### config.mk
export PLATFORM = sky130hd
export DESIGN_NAME = render_frame_writer
export DESIGN_NICKNAME = d
export VERILOG_FILES = /design/src/rtl/render_frame_writer.sv
export SDC_FILE = /design/constraint.sdc
export NUM_CORES = 1
export LEC_CHECK = 0
export ABC_AREA = 1
export CORE_ASPECT_RATIO = 1.5
export CORE_MARGIN = 8
export CORE_UTILIZATION = 45
export DETAILED_ROUTE_END_ITERATION = 16
export GPL_ROUTABILITY_DRIVEN = 0
export HOLD_SLACK_MARGIN = 0.12
export PLACE_DENSITY = 0.74
export SYNTH_ARGS = -nofsm -noshare
export SYNTH_HDL_FRONTEND = slang
export SYNTH_SLANG_ARGS = --single-unit
export TNS_END_PERCENT = 5
### constraint.sdc
create_clock -name clk_in -period 7.6 [get_ports clk_in]
set_input_delay 0.76 -clock clk_in [delete_from_list [all_inputs] [get_ports clk_in]]
set_output_delay 0.76 -clock clk_in [all_outputs]
set_load 0.03 [all_outputs]
### src/rtl/render_frame_writer.sv
// Packs renderer pixels to RGB444 and writes them into a ping-pong frame buffer;
// banks swap only on a VGA new-frame pulse after a completed render frame.
module render_frame_writer #(
  parameter int unsigned START_X       = 390,
  parameter int unsigned START_Y       = 390,
  parameter int unsigned END_X         = 634,
  parameter int unsigned END_Y         = 765,
  parameter int unsigned REGION_DIVIDE = 530,
  parameter int unsigned X_SHIFT       = 2,
  parameter int unsigned ADDR_W        = 18
) (
  input  logic              clk_in,
  input  logic              rst_in,
  input  logic [23:0]       pix_tdata,
  input  logic [10:0]       pix_hcount,
  input  logic [9:0]        pix_vcount,
  input  logic              pix_tvalid,
  output logic              pix_tready,
  input  logic              nf_in,
  output logic              wr_en,
  output logic [ADDR_W-1:0] wr_addr,
  output logic [11:0]       wr_data,
  output logic              rd_bank,
  output logic              frame_done,
  output logic [7:0]        frame_count
);

  localparam logic [ADDR_W-1:0] W_C       = ADDR_W'(END_X - START_X);
  localparam logic [ADDR_W-1:0] FRAME_PIX = ADDR_W'((END_X - START_X) * (END_Y - START_Y));

  typedef enum logic {
    WRITING   = 1'b0,
    WAIT_SWAP = 1'b1
  } state_t;

  state_t            state_q, state_d;
  logic              wr_bank_q, wr_bank_d;
  logic              rd_bank_q, rd_bank_d;
  logic [7:0]        frame_count_q, frame_count_d;
  logic              wr_en_q, wr_en_d;
  logic [ADDR_W-1:0] wr_addr_q, wr_addr_d;
  logic [11:0]       wr_data_q, wr_data_d;
  logic              frame_done_q, frame_done_d;

  logic [ADDR_W-1:0] hc, vc, shift, x_off, y_off, base;
  logic              in_range, is_last, accept;

  // Only the top nibble of each colour channel is stored.
  logic unused_pix_bits;
  assign unused_pix_bits = ^{pix_tdata[19:16], pix_tdata[11:8], pix_tdata[3:0]};

  assign pix_tready = (state_q == WRITING) && !rst_in;

  always_comb begin
    hc       = ADDR_W'(pix_hcount);
    vc       = ADDR_W'(pix_vcount);
    shift    = (vc < ADDR_W'(REGION_DIVIDE)) ? ADDR_W'(X_SHIFT) : '0;
    // Subtractions below are only consumed when in_range holds, so they never underflow in use.
    in_range = (hc >= ADDR_W'(START_X) + shift) && (hc < ADDR_W'(END_X)) &&
               (vc >= ADDR_W'(START_Y)) && (vc < ADDR_W'(END_Y));
    x_off    = hc - ADDR_W'(START_X) - shift;
    y_off    = vc - ADDR_W'(START_Y);
    base     = wr_bank_q ? FRAME_PIX : '0;
    is_last  = (pix_hcount == 11'(END_X - 1)) && (pix_vcount == 10'(END_Y - 1));
    accept   = pix_tvalid && pix_tready;
  end

  always_comb begin
    state_d       = state_q;
    wr_bank_d     = wr_bank_q;
    rd_bank_d     = rd_bank_q;
    frame_count_d = frame_count_q;
    wr_en_d       = 1'b0;
    wr_addr_d     = wr_addr_q;
    wr_data_d     = wr_data_q;
    frame_done_d  = 1'b0;
    case (state_q)
      WRITING: begin
        if (accept) begin
          if (in_range) begin
            wr_en_d   = 1'b1;
            wr_addr_d = base + y_off * W_C + x_off;
            wr_data_d = {pix_tdata[23:20], pix_tdata[15:12], pix_tdata[7:4]};
          end
          if (is_last) begin
            frame_done_d = 1'b1;
            state_d      = WAIT_SWAP;
          end
        end
      end
      WAIT_SWAP: begin
        if (nf_in) begin
          rd_bank_d     = wr_bank_q;
          wr_bank_d     = ~wr_bank_q;
          frame_count_d = frame_count_q + 8'd1;
          state_d       = WRITING;
        end
      end
      default: state_d = WRITING;
    endcase
  end

  always_ff @(posedge clk_in) begin
    if (rst_in) begin
      state_q       <= WRITING;
      wr_bank_q     <= 1'b0;
      rd_bank_q     <= 1'b1;
      frame_count_q <= '0;
      wr_en_q       <= 1'b0;
      wr_addr_q     <= '0;
      wr_data_q     <= '0;
      frame_done_q  <= 1'b0;
    end else begin
      state_q       <= state_d;
      wr_bank_q     <= wr_bank_d;
      rd_bank_q     <= rd_bank_d;
      frame_count_q <= frame_count_d;
      wr_en_q       <= wr_en_d;
      wr_addr_q     <= wr_addr_d;
      wr_data_q     <= wr_data_d;
      frame_done_q  <= frame_done_d;
    end
  end

  assign wr_en       = wr_en_q;
  assign wr_addr     = wr_addr_q;
  assign wr_data     = wr_data_q;
  assign rd_bank     = rd_bank_q;
  assign frame_done  = frame_done_q;
  assign frame_count = frame_count_q;

endmodule

# Word level (Yosys, flattened, before mapping)
# Index checks and enable logic that the tools add are counted.
# op_classes
n_reduce_logical	11
n_mux	7
add_sub_neg	7
n_lt_le_gt_ge	5
eq_ne	2
mul	1
n_bitwise	3
# ops
cell	n
10-bit < comparator, second input constant	2
17-bit by 18-bit adder with 18-bit output	1
18-bit adder	1
18-bit by 6-bit multiplier with 16-bit output, second input constant	1
17-bit two-way mux	1
12-bit by 3-bit subtractor with 13-bit output	1
11-bit by 9-bit subtractor with 12-bit output, second input constant	1
11-bit by 10-bit equality test with 1-bit output, second input constant	1
11-bit by 10-bit >= comparator with 1-bit output	1
11-bit by 10-bit < comparator with 1-bit output, second input constant	1
10-bit by 9-bit subtractor with 11-bit output, second input constant	1
9-bit by 2-bit adder with 10-bit output, first input constant	1
10-bit equality test, second input constant	1
10-bit by 9-bit >= comparator with 1-bit output, second input constant	1
8-bit by 1-bit adder with 8-bit output, second input constant	1
1-bit logical AND	6
1-bit two-way mux	4
1-bit inverter	3
3-bit AND reduction	1
3-bit OR reduction	1
2-bit two-way mux	1
1-bit one-hot mux with 2 select lines	1
2-bit AND reduction	1
2-bit OR reduction	1
1-bit zero test	1
# word_totals
input_bits	49
reg_bits	43
out_inout_bits	42

# Longest topological paths before layout
# Gate-level depths: netlist of run 1.
# depth
depth_word	8
ltp_mapped	34
mapped_depth_nobuf	34

# Least setup slack after synthesis of run 1
# Ideal clock, no wire load.
# synth_timing
path_type	input -> register
from	in pix_vcount[1]
to	reg wr_addr_q[17], in the netlist wr_addr[17]
path_buffers	0
stages	31
t_arrival_ns	5.876
slack_ns	1.615
setup_time_ns	0.109
cell_sequence	ha_1 xnor2_1 ha_1 xnor2_1 fa_1 inv_1 fa_1 inv_1 ha_1 a21oi_1 inv_1 a31oi_1 o21ai_0 nand3_1 nand2_1 nand2_1 nand2_1 a21oi_1 xnor2_1 fa_1 ha_1 nand2_1 nor2_1 o21ai_0 o211ai_1 a31oi_1 inv_1 nand3_1 nand3_1 nand2_1 inv_1
# synth_between
elab_chain_len	8
word_cells_on_any_way	15
# synth_lines
item	line	source
start, declared	16	input logic [9:0] pix_vcount,
parallel branches: the longest is 8 deep, another holds 18-bit by 6-bit multiplier with 16-bit output	n/a	
end signal, assigned	119	wr_addr_q <= wr_addr_d;
end, declared	41	logic [ADDR_W-1:0] wr_addr_q, wr_addr_d;
# Several ways; the timed one is not identified.
# A chain may end at the register's enable or synchronous reset.

# Worst setup path in the final report of run 1
# layout_timing
from	in pix_vcount[2]
to	reg wr_addr_q[17], in the netlist wr_addr[17]
# The elaborated chain is that of the path after synthesis.

==> reports/results.ini, run 1 <==
[synthesis]
synth_compound_area_frac = 0.135
ys.flop_type = dfxtp_1
synthesis.nets = 820
syn_area_sq_um = 4940
synth.most_common_cell = nand2_1
yosys.area.top_type = dfxtp_1
ys_seq_elements = 43
yosys.area_share.simple = 0.225
yosysUniqueCellTypes = 43
seq_area_frac_synth = 0.174
synth-async-reset-ratio = 0
synth_area_leaders = dfxtp_1, ha_1, fa_1
synth-xor-area-share = 0.0777
synth_edf_count = 0
syn_area_per_cell_sq_um = 7.23
synth_fa_ha_area_frac = 0.270
synth_mux_area_frac = 0
synth_top_family_by_area = adder cells
yosys_warnings = 0
netlist_instances = 683
synth_top_area_frac = 0.174
ys_top_cells_by_count = nand2_1, inv_1, a21oi_1, ha_1, dfxtp_1

[cts]
numCtsBuffers = 5
clock-sinks = 43
holdBufCountCts = 0
cts_resized = 0
cts_root_buffer = clkbuf_16
cts.clk_slew.worst_paths_ns = 0.06
cts_tree = built
postCtsSetupBuffers = 0
cts-htree-levels = 2
clock_latency_ns = 0.28
clk_path_buf_depth = 2

[critical_path]
cp_top_family = adder cells
end_kind = flip-flop
crit_buf_inv = 6
critPathArrivalTime_ns = 6.94
critPathSlowestCell = fa_1
startpoint = pix_vcount[2]
cp.required_ns = 7.78
cp_max_fo = 6
crit_type = in -> reg
rr_startpoint = wr_bank_q$_SDFFE_PP0P_
slowest_delay_ns = 0.55
worst_setup_path_start_kind = input pin

[route]
drt_wl_total_um = 11800
drt-initial-drc-count = 163
drc = 0
drt_pre_antenna_iters = 4
vias = 4630
post_drt_wl_per_cell_um = 12.9
vias_per_cell = 5.09
ant_nets = 0

[cells_and_area]
syn2layout_area_growth_pct = 21.8
fin_nets = 899
n_antenna_cell = 0
drive_gt1_frac = 0.0472
final_cell_area_sq_um = 6020

[sta]
rsz0062_at_grt = no
setup-violations-final = 0
worstMarginPinSlew_ns = 0.648
skew_ns = 0.00321
max_freq_mhz = 148
drv_slew = 0
post-route-period-util = 0.889
final-hold-violation-count = 0
relSlewSlack = 0.564
setup_ws_ns = 0.842
finalSetupTns_ns = 0
layout_min_cycle_time_ns = 6.76

[placement]
io_buffers = 78
hpwlAfterDp_um = 9980
dpl-instance-area_sq_um = 5860
pre_cts_ws_ns = 0.580

[global_route]
antenna_found_initial = 0
grtUsageTotal = 0.163
grt_max_degree = 46
grt_pass1_vias = 4649
grt_pass1_wl_um = 19700
gr-total-overflow = 0

[die]
row_count = 47
die-area_sq_um = 14700
die_y_um = 144
io_pins = 91
start_util = 0.454
die_x_um = 102
core_area_sq_um = 10900

[power_and_ir_drop]
cellLeakagePower_nw = 2.88
p_per_area_nw_per_um2 = 382
vdd_drop_max_v = 0.000292

[worst_hold_path]
hold_start = wr_data[7]$_SDFFE_PP0P_
hp-class = reg -> reg

[run_status]
status = completed

[flow_run]
maxCapViolations = 0

==> path summary, 6_finish.rpt <==
check | endpoint | slack [ns] | depth (start not counted)
setup / recovery | wr_addr[17]$_SDFFE_PP0P_ | 0.84 | 32
hold / removal | wr_data[7]$_SDFFE_PP0P_ | 0.46 | 2
setup reg to reg | wr_addr[14]$_SDFFE_PP0P_ | 4.15 | 12
hold reg to reg | wr_data[7]$_SDFFE_PP0P_ | 0.46 | 2
==> through the flow <==
| step | total power, mW | util | instances | hold WS (ns) |
|---|---|---|---|---|
| after floorplan | 1.69 | - | 683 | 0.571 |
| after global placement | 1.99 | 0.539 | 902 | 0.450 |
| after detailed placement | 2.05 | 0.539 | 902 | 0.456 |
| after CTS | 2.29 | 0.553 | 910 | 0.465 |
| after global routing | 2.56 | 0.553 | 910 | 0.485 |
| final | 2.30 | 0.553 | 910 | 0.461 |
==> per-layer routing <==
metal / track usage / wire [um]
met1: 0.163 / 4600
met2: 0.317 / 6150
met3: 0.0212 / 560
met4: 0.0812 / 443
met5: 0 / 0
==> tightest hold or removal path, delay by kind of cell (launching register included) <==
| kind | cells | cell delay, ns |
|---|---|---|
| AO/OA/AOI/OAI | 1 | 0.05 |
| AND/OR/NAND/NOR | 1 | 0.06 |
| flip-flops | 1 | 0.30 |
==> logic make-up (layout without fill, tap and decap cells) <==
group           count (synthesis)  count (layout)
xor+xnor                       43              43
flops                          43              43
buf+inv                       146             226
fa+ha+maj                      88              88
compound gates                121             121
simple gates                  242             242
==> flip-flops by register name (all words and copies together) (netlist names) <==
signal and cells:
frame_done 1, wr_addr 18, wr_bank_q 1, state_q 1, frame_count 8, wr_data 12
rd_bank 1, wr_en 1
==> layout by cell type, fill, tap and decap left out, drive strengths merged <==
master	count
inv	137
o211ai	1
o21bai	2
a21o	3
clkbuf	8
o21ai	39
nor2	39
o41ai	1
and3	2
nor3	11
dfxtp	43
a31oi	4
nand3	39
xor2	22
xnor2	21
buf	3
clkdlybuf4s50	78
nand4	6
ha	57
nor4	1
fa	31
o21a	4
nand2	140
a21oi	60
nor3b	2
o31ai	2
a21boi	4
or2	2
a31o	1
==> final cells by class <==
type                            count  area (sq um)
Fill cell                        1029          4860
Inverter                          137           517
Tap cell                          147           184
Sequential cell                    43           861
Clock buffer                        8           156
Multi-Input combinational cell    494          3490
Timing Repair Buffer               81           803
==> power breakdown <==
group | leakage, nW | total, mW | internal [mW] | switching (mW)
sequential | 0.347 | 0.230 | 0.228 | 0.00159
combinational | 2.46 | 1.85 | 0.736 | 1.11
clock | 0.0772 | 0.219 | 0.140 | 0.0796
total | 2.88 | 2.30 | 1.10 | 1.19
(Power assumes the default switching activity.)
==> run 2, diff against run 1 <==
SKIP_LAST_GASP = 1   (was default)
==> results of run 2 <==
The final DEF is identical to that of run 1; final timing and power are the same.
==> run 3, diff against run 2 <==
CTS_BUF_LIST = sky130_fd_sc_hd__clkbuf_8 sky130_fd_sc_hd__clkbuf_16   (was default)
SETUP_SLACK_MARGIN = 0.4   (was default)
==> run 3 against run 2 <==
Clock skew fell by 0.00089 ns. Highest routed layer unchanged. Largest power group unchanged. Critical path depth up 3. Die area unchanged. Critical path type unchanged. Critical endpoint unchanged. Clock power is essentially flat. Worst hold slack about the same. Utilization grew 0.24 points. Flip-flop and latch count unchanged. Via count shrank 0.37%. Design area is 0.44% higher. Combinational power hardly changed. Sequential share of layout area decreased by 0.062 points.
==> reports/results.ini, run 3 (synthesis gave the netlist of run 1 again) <==
[critical_path]
cp_max_fo = 5  ; was 6
crit_type = in -> reg  ; unchanged
worst_setup_path_start_kind = input pin  ; unchanged
cp.required_ns = 7.78  ; about the same
critPathSlowestCell = clkdlybuf4s50_1  ; was fa_1
slowest_delay_ns = 0.54  ; was 0.55 ns
worst-r2r-setup-slack_ns = 4.15  ; about the same
cp_top_family = adder cells  ; unchanged
path_common_cell = nand2_1
critPathArrivalTime_ns = 6.83  ; was 6.94 ns
end_kind = flip-flop  ; unchanged
crit_buf_inv = 7  ; was 6

[cts]
clock-sinks = 43  ; unchanged
cts_root_buffer = clkbuf_16  ; unchanged
clk_path_buf_depth = 2  ; unchanged
cts_tree = built  ; unchanged
clock_latency_ns = 0.28  ; about the same
cts_resized = 0  ; unchanged
holdBufCountCts = 0  ; unchanged
numCtsBuffers = 5  ; unchanged
cts.clk_slew.worst_paths_ns = 0.06  ; about the same
cts-htree-levels = 2  ; unchanged
postCtsSetupBuffers = 0  ; unchanged

[cells_and_area]
drive_gt1_frac = 0.0537  ; was 0.0472
instances_no_fill = 910  ; unchanged
n_antenna_cell = 0  ; unchanged
largest_register_ffs = 18  ; unchanged
fin_nets = 899  ; unchanged
syn2layout_area_growth_pct = 22.3  ; was 21.8%
final_cell_mix = inv_1, nand2_1, clkdlybuf4s50_1, a21oi_1, ha_1  ; was nand2_1, inv_1, clkdlybuf4s50_1, a21oi_1, ha_1
final_cell_area_sq_um = 6040  ; was 6020 sq um

[global_route]
grt_max_degree = 46  ; unchanged
antenna_found_initial = 0  ; unchanged
grt_pass1_vias = 4649  ; unchanged
grtUsageTotal = 0.163  ; unchanged
gr-total-overflow = 0  ; unchanged
grt_pass1_wl_um = 19700  ; unchanged

[sta]
post-route-period-util = 0.875  ; was 0.889
worstMarginPinSlew_ns = 0.626  ; was 0.648 ns
whs_ns = 0.462  ; was 0.461 ns
layout_min_cycle_time_ns = 6.65  ; was 6.76 ns
setup-violations-final = 0  ; unchanged
rsz0062_at_grt = no  ; unchanged
final-hold-violation-count = 0  ; unchanged
skew_ns = 0.00232  ; was 0.00321 ns
relSlewSlack = 0.579  ; was 0.564
max_freq_mhz = 150  ; was 148 MHz
drv_slew = 0  ; unchanged
finalSetupTns_ns = 0  ; unchanged

[die]
start_util = 0.454  ; unchanged
row_count = 47  ; unchanged
die_y_um = 144  ; unchanged
core_area_sq_um = 10900  ; unchanged
io_pins = 91  ; unchanged
die-area_sq_um = 14700  ; unchanged
die_x_um = 102  ; unchanged

[placement]
hpwlAfterDp_um = 9980  ; unchanged
dp.cells = 902  ; unchanged
io_buffers = 78  ; unchanged
dpl-instance-area_sq_um = 5860  ; unchanged

[route]
drt_pre_antenna_iters = 5  ; was 4
vias = 4613  ; was 4630
post_drt_wl_per_cell_um = 12.9  ; about the same
drt-initial-drc-count = 186  ; was 163
drt_wl_total_um = 11800  ; about the same
ant_nets = 0  ; unchanged
vias_per_cell = 5.07  ; was 5.09
drc = 0  ; unchanged

[run_status]
status = completed  ; unchanged

[flow_run]
maxCapViolations = 0  ; unchanged

[power_and_ir_drop]
vdd_drop_max_v = 0.000293  ; was 0.000292 V
cellLeakagePower_nw = 2.89  ; was 2.88 nW
p_per_area_nw_per_um2 = 382  ; about the same

[worst_hold_path]
hp-class = reg -> reg  ; unchanged

[run 3: through the flow]
step / setup WS, ns / power (mW) / util
2_1_floorplan: 1.61 / 1.69 / -
3_3_place_gp: 0.691 / 1.99 / 0.539
3_5_place_dp: 0.580 / 2.05 / 0.539
4_1_cts: 0.859 / 2.28 / 0.553
5_1_grt: 0.406 / 2.57 / 0.555
6_report: 0.949 / 2.31 / 0.555
[run 3: worst paths after layout]
path / startpoint / endpoint / depth (start not counted)
setup / recovery: pix_vcount[3] / wr_addr[17]$_SDFFE_PP0P_ / 35
hold / removal: wr_data[7]$_SDFFE_PP0P_ / wr_data[7]$_SDFFE_PP0P_ / 2
setup reg to reg: wr_bank_q$_SDFFE_PP0P_ / wr_addr[14]$_SDFFE_PP0P_ / 12
hold reg to reg: wr_data[7]$_SDFFE_PP0P_ / wr_data[7]$_SDFFE_PP0P_ / 2
[run 3: cell type report]
cell class | count | area [sq um]
Clock buffer | 7 | 153
Clock inverter | 1 | 3.75
Fill cell | 1025 | 4840
Inverter | 137 | 517
Multi-Input combinational cell | 494 | 3520
Sequential cell | 43 | 861
Tap cell | 147 | 184
Timing Repair Buffer | 81 | 803
[run 3: where the power goes]
part	switching, mW	total, mW	internal [mW]
Sequential	0.00159	0.230	0.228
Clock	0.0798	0.218	0.138
Combinational	1.12	1.86	0.740
[run 3: tightest hold or removal path: stages (launching register included)]
cell and delay [ns]:
dfxtp_1 0.30, nand2_1 0.06, a21oi_1 0.05
[run 3: layer usage]
metal  vias to the layer above  GRT usage  wire length [um]
met5                         -          0                 0
met1                      2129      0.163              4560
met3                        32     0.0212               553
met2                       117      0.317              6180
met4                         0     0.0812               475
li1                       2335          -                 -
